### src/rtl/paralelo_serial_param.sv
// Parallel-to-serial converter with a one-word valid/ready holding buffer,
// a fixed word grid and a run of SYNC_WORDS idle words after every reset.
module paralelo_serial_param #(
  parameter int               WIDTH      = 8,
  parameter logic [WIDTH-1:0] IDLE_WORD  = 'hBC,
  parameter bit               MSB_FIRST  = 1'b1,
  parameter int               SYNC_WORDS = 4
) (
  input  logic             clk_32f,
  input  logic             reset,
  input  logic [WIDTH-1:0] data_in,
  input  logic             valid_in,
  output logic             ready_out,
  output logic             data_paralelo_serial,
  output logic             word_start,
  output logic             idle_out,
  output logic             sync_done
);

  localparam int CW = $clog2(WIDTH);
  localparam int SW = (SYNC_WORDS > 0) ? $clog2(SYNC_WORDS + 1) : 1;

  typedef enum logic {SYNC, RUN} state_t;

  state_t           state_q, state_d;
  logic [CW-1:0]    cnt_q, cnt_d;
  logic [SW-1:0]    sync_cnt_q, sync_cnt_d;
  logic [WIDTH-1:0] word_q, word_d;
  logic [WIDTH-1:0] hold_q, hold_d;
  logic             hold_full_q, hold_full_d;
  logic             bit_q, bit_d;
  logic             ws_q, ws_d;
  logic             idle_q, idle_d;
  logic             boundary, run_now, xfer;
  logic [CW-1:0]    idx;
  logic [WIDTH-1:0] word_sel;

  // cnt_q holds the index of the bit the next edge emits; 0 means a new word starts.
  assign boundary  = (cnt_q == '0);
  assign ready_out = !hold_full_q && !reset;
  assign xfer      = valid_in && ready_out;

  always_comb begin
    state_d     = state_q;
    cnt_d       = (cnt_q == CW'(WIDTH - 1)) ? '0 : cnt_q + CW'(1);
    sync_cnt_d  = sync_cnt_q;
    word_d      = word_q;
    hold_d      = hold_q;
    hold_full_d = hold_full_q;
    ws_d        = boundary;
    idle_d      = idle_q;
    word_sel    = word_q;
    run_now     = 1'b0;

    if (boundary) begin
      run_now = (state_q == RUN) || (sync_cnt_q == SW'(SYNC_WORDS));
      if (run_now) state_d = RUN;
      else         sync_cnt_d = sync_cnt_q + SW'(1);
      if (run_now && hold_full_q) begin
        word_sel    = hold_q;
        hold_full_d = 1'b0;
        idle_d      = 1'b0;
      end else begin
        word_sel = IDLE_WORD;
        idle_d   = 1'b1;
      end
      word_d = word_sel;
    end

    // ready_out implies an empty buffer, so this never collides with the drain above.
    if (xfer) begin
      hold_d      = data_in;
      hold_full_d = 1'b1;
    end

    idx   = MSB_FIRST ? (CW'(WIDTH - 1) - cnt_q) : cnt_q;
    bit_d = word_sel[idx];
  end

  always_ff @(posedge clk_32f) begin
    if (reset) begin
      state_q     <= SYNC;
      cnt_q       <= '0;
      sync_cnt_q  <= '0;
      word_q      <= '0;
      hold_q      <= '0;
      hold_full_q <= 1'b0;
      bit_q       <= 1'b0;
      ws_q        <= 1'b0;
      idle_q      <= 1'b0;
    end else begin
      state_q     <= state_d;
      cnt_q       <= cnt_d;
      sync_cnt_q  <= sync_cnt_d;
      word_q      <= word_d;
      hold_q      <= hold_d;
      hold_full_q <= hold_full_d;
      bit_q       <= bit_d;
      ws_q        <= ws_d;
      idle_q      <= idle_d;
    end
  end

  assign data_paralelo_serial = bit_q;
  assign word_start           = ws_q;
  assign idle_out             = idle_q;
  assign sync_done            = (state_q == RUN);

endmodule

### config.mk
export PLATFORM = sky130hd
export DESIGN_NAME = paralelo_serial_param
export DESIGN_NICKNAME = d
export VERILOG_FILES = /design/src/rtl/paralelo_serial_param.sv
export SDC_FILE = /design/constraint.sdc
export NUM_CORES = 1
export LEC_CHECK = 0
export CAP_MARGIN = 40
export CELL_PAD_IN_SITES_DETAIL_PLACEMENT = 1
export CELL_PAD_IN_SITES_GLOBAL_PLACEMENT = 2
export CORE_ASPECT_RATIO = 0.8
export CORE_UTILIZATION = 37
export CTS_CLUSTER_SIZE = 8
export DETAILED_ROUTE_END_ITERATION = 8
export DONT_BUFFER_PORTS = 1
export PLACE_DENSITY_LB_ADDON = 0.1
export REMOVE_ABC_BUFFERS = 1
export SYNTH_ARGS = -nofsm -noshare
export SYNTH_HDL_FRONTEND = slang
export SYNTH_SLANG_ARGS = --single-unit
### constraint.sdc
create_clock -name clk_32f -period 1.8 [get_ports clk_32f]
set_input_delay 0.27 -clock clk_32f [delete_from_list [all_inputs] [get_ports clk_32f]]
set_output_delay 0.27 -clock clk_32f [all_outputs]
set_load 0.01 [all_outputs]
==> reports/qor.csv <==
stage,metric,value,unit
synth,yosysWarnings,0,
critical_path,cpMaxStageDelayCell,dfxtp_1,
synth,synth-edff-count,0,
routing,finalWirelength,2300,µm
pwr,p_sw_share,26.6,%
routing,drc,0,
timing,max_slew_margin,78.2,%
floorplan,start_util,39.5,%
timing,fin_crit,1630,ps
global_route,grt_remaining_overflow,0,
floorplan,die_h,51.0,µm
critical_path,cp.required,1970,ps
clock_network,htree_levels,1,
critical_path,startpoint_type,flip-flop,
global_route,antenna_found_initial,0,
timing,rsz0062_at_grt,no,
critical_path,cp_max_fo,5,
finish,antenna_cells,0,
global_route,grt_max_degree,29,
timing,whs,63.0,ps
floorplan,die-area,3220,µm²
routing,detail-route-antenna-nets,0,
pwr,combPwrFrac,15.8,%
timing,report.final.hold_viol_count,0,
critical_path,worst_setup_path_end_kind,flip-flop,
clock_network,numCtsBuffers,3,
synth,syn_inst,119,
finish,layout.nets,139,
finish,multi_input_area,537,µm²
finish,final_area,1220,µm²
synth,synthTopCellsByCount,"nor2_1, dfxtp_1, mux2i_1, nor3_1",
critical_path,path_delay_family,compound AO/OA/AOI/OAI gates,
outcome,outcome,"finished, final reports clean",
global_route,grt_pass1_wl,4120,µm
placement,place_hpwl,1740,µm
pwr,clockPowerShare,27.7,%
synth,yosys.area.top_type,dfxtp_1,
critical_path,path_cells,inv_1 -> ha_2 -> nand3b_4 -> or2_4 -> o221a_1 -> o31a_1,
synth,avgSynthCellArea,9.32,µm²
clock_network,cts_root_buf,clkbuf_8,
floorplan,die_w,63.2,µm
clock_network,cts_tree,done,
clock_network,clk_pin_slew,90,ps
timing,slew_violations,0,
synth,synthFlopType,dfxtp_1,
global_route,grt_pass1_vias,819,
pwr,seqPwrFrac,56.6,%
synth,synth-seq-area-share,48.8,%
floorplan,rows,17,
synth,netlist_area,1110,µm²
job,drv_cap,0,
synth,ys_ff_latch,27,
synth,async_flop_share,0,%
routing,drtPass1Iterations,3,
placement,globalplace.congestion,0.737,
critical_path,path_class,reg2reg,
pwr,p_leak,0.500,nW
critical_path,crit_buf_inv,1,
synth,synth_top_area_share,48.8,%
routing,via_count,820,
clock_network,hold_buffers,0,
pwr,p_int,0.893,mW
routing,wire_per_inst,14.4,µm
synth,synth_area_leaders,"dfxtp_1, nor2_1, mux2i_1, ha_1, nor3_1",
placement,placed_area,1160,µm²
finish,final_layout_size_suffix_gt1_share,11.5,%
critical_path,slowest_delay,320,ps
pwr,ir_worst_vdd,556,µV
pwr,p_switching,0.324,mW
pwr,cellPowerDensity,994,nW/µm²
timing,post-route-period-util,90.5,%
routing,avgViaCountPerCell,5.13,
finish,seqCellArea,541,µm²
clock_network,cts.sinks,27,
clock_network,cts_buffer_depth,2,
placement,portBuffers,0,
finish,syn_to_final_growth,10.4,%
clock_network,post_cts_buffers,0,
synth,yosysMostFrequentCell,nor2_1,
clock_network,clock_latency,270,ps
synth,ys_types,32,
finish,fill_cells,341,
timing,max_freq,614,MHz
floorplan,core-area,2810,µm²
pwr,finalPower,1.22,mW
min_path,holdCritPathClass,in2reg,
global_route,track_usage,16.8,%
timing,tightest_slew,326,ps
critical_path,crit_arrival,1800,ps
critical_path,rrSetupSlack,170,ps
timing,setup_tns,0,ps
routing,dr.first_iter.drc_count,29,
timing,skew,4.18,ps
timing,setup_viol,0,
floorplan,num_io_pins,16,
## path summary, 6_finish.rpt
path / start / end / cells after the start
min reg2reg: sync_cnt_q[1] / sync_cnt_q[1] / 2
max reg2reg: cnt_q[0] / data_paralelo_serial / 6
min: reset / sync_done / 1
max: cnt_q[0] / data_paralelo_serial / 6
## worst register-to-register path: cells and delay by family, from the launching register on
kind | cells | cell delay (ps)
AO/OA/AOI/OAI | 2 | 480
adder cells (fa/ha/maj) | 1 | 240
buffers and inverters | 1 | 100
flip-flops | 1 | 320
AND/OR/NAND/NOR | 2 | 390
## cell type report
| type | count | area share [%] |
|---|---|---|
| clock buffers | 3 | 3.37 |
| clock inverters | 1 | 0.409 |
| inverters | 6 | 1.84 |
| multi-input cells | 81 | 43.9 |
| flip-flops and latches | 27 | 44.2 |
| well taps | 38 | 3.89 |
| repair buffers | 4 | 2.45 |
## state kept, by name, summed over array words and instances, names as in the netlist
signal and count:
cnt_q 3, word_start 1, hold_full_q 1, sync_done 1, idle_out 1, word_q 8
sync_cnt_q 3, data_paralelo_serial 1, hold_q 8
## per-stage QoR
stage          instances  util [%]  worst slack [ps]
2_1_floorplan        114         -             -16.7
4_1_cts              160      43.1              16.5
3_5_place_dp         156      41.5              32.6
5_1_grt              160      43.6              33.8
6_report             160      43.6               170
3_3_place_gp         156      41.5               141
## power by group through the flow
stage,logic (mW),clock network [mW],registers (mW)
floorplan,0.136,0,0.695
global placement,0.180,0,0.700
detailed placement,0.189,0,0.701
CTS,0.189,0.350,0.688
global route,0.222,0.382,0.695
finish,0.192,0.336,0.688
## placed cells by master, fill, tap and decap left out, drive strengths merged, types with 2 or more instances in the layout
cell type | synthesis | final
nor2 | 28 | 28
dfxtp | 27 | 27
nor3 | 8 | 8
mux2i | 8 | 8
inv | 6 | 6
nand2 | 6 | 6
ha | 5 | 5
buf | 4 | 4
clkbuf | 1 | 3
nand3 | 2 | 2
nor3b | 2 | 2
a22oi | 2 | 2
nor2b | 2 | 2
a21oi | 2 | 2
## repair_timing
action,4_1_cts,5_1_grt
hold endpoints to repair,0,0
gates resized for setup,0,3
endpoints found under the setup margin,0,4
## logic make-up after synthesis
family,share of synthesized area [%]
fa+ha+maj,5.64
mux,8.24
xor+xnor,1.58
buf+inv,3.95
simple gates,21.7
flops,48.8
compound gates,10.2
## metal layers
| metal | track usage, % | vias up | wire, µm |
|---|---|---|---|
| li1 | - | 409 | - |
| met1 | 22.2 | 395 | 1150 |
| met2 | 27.8 | 14 | 1040 |
| met3 | 5.36 | 2 | 92 |
| met4 | 2.27 | 0 | 13 |
| met5 | 0 | - | 0 |
(Power assumes the default switching activity.)
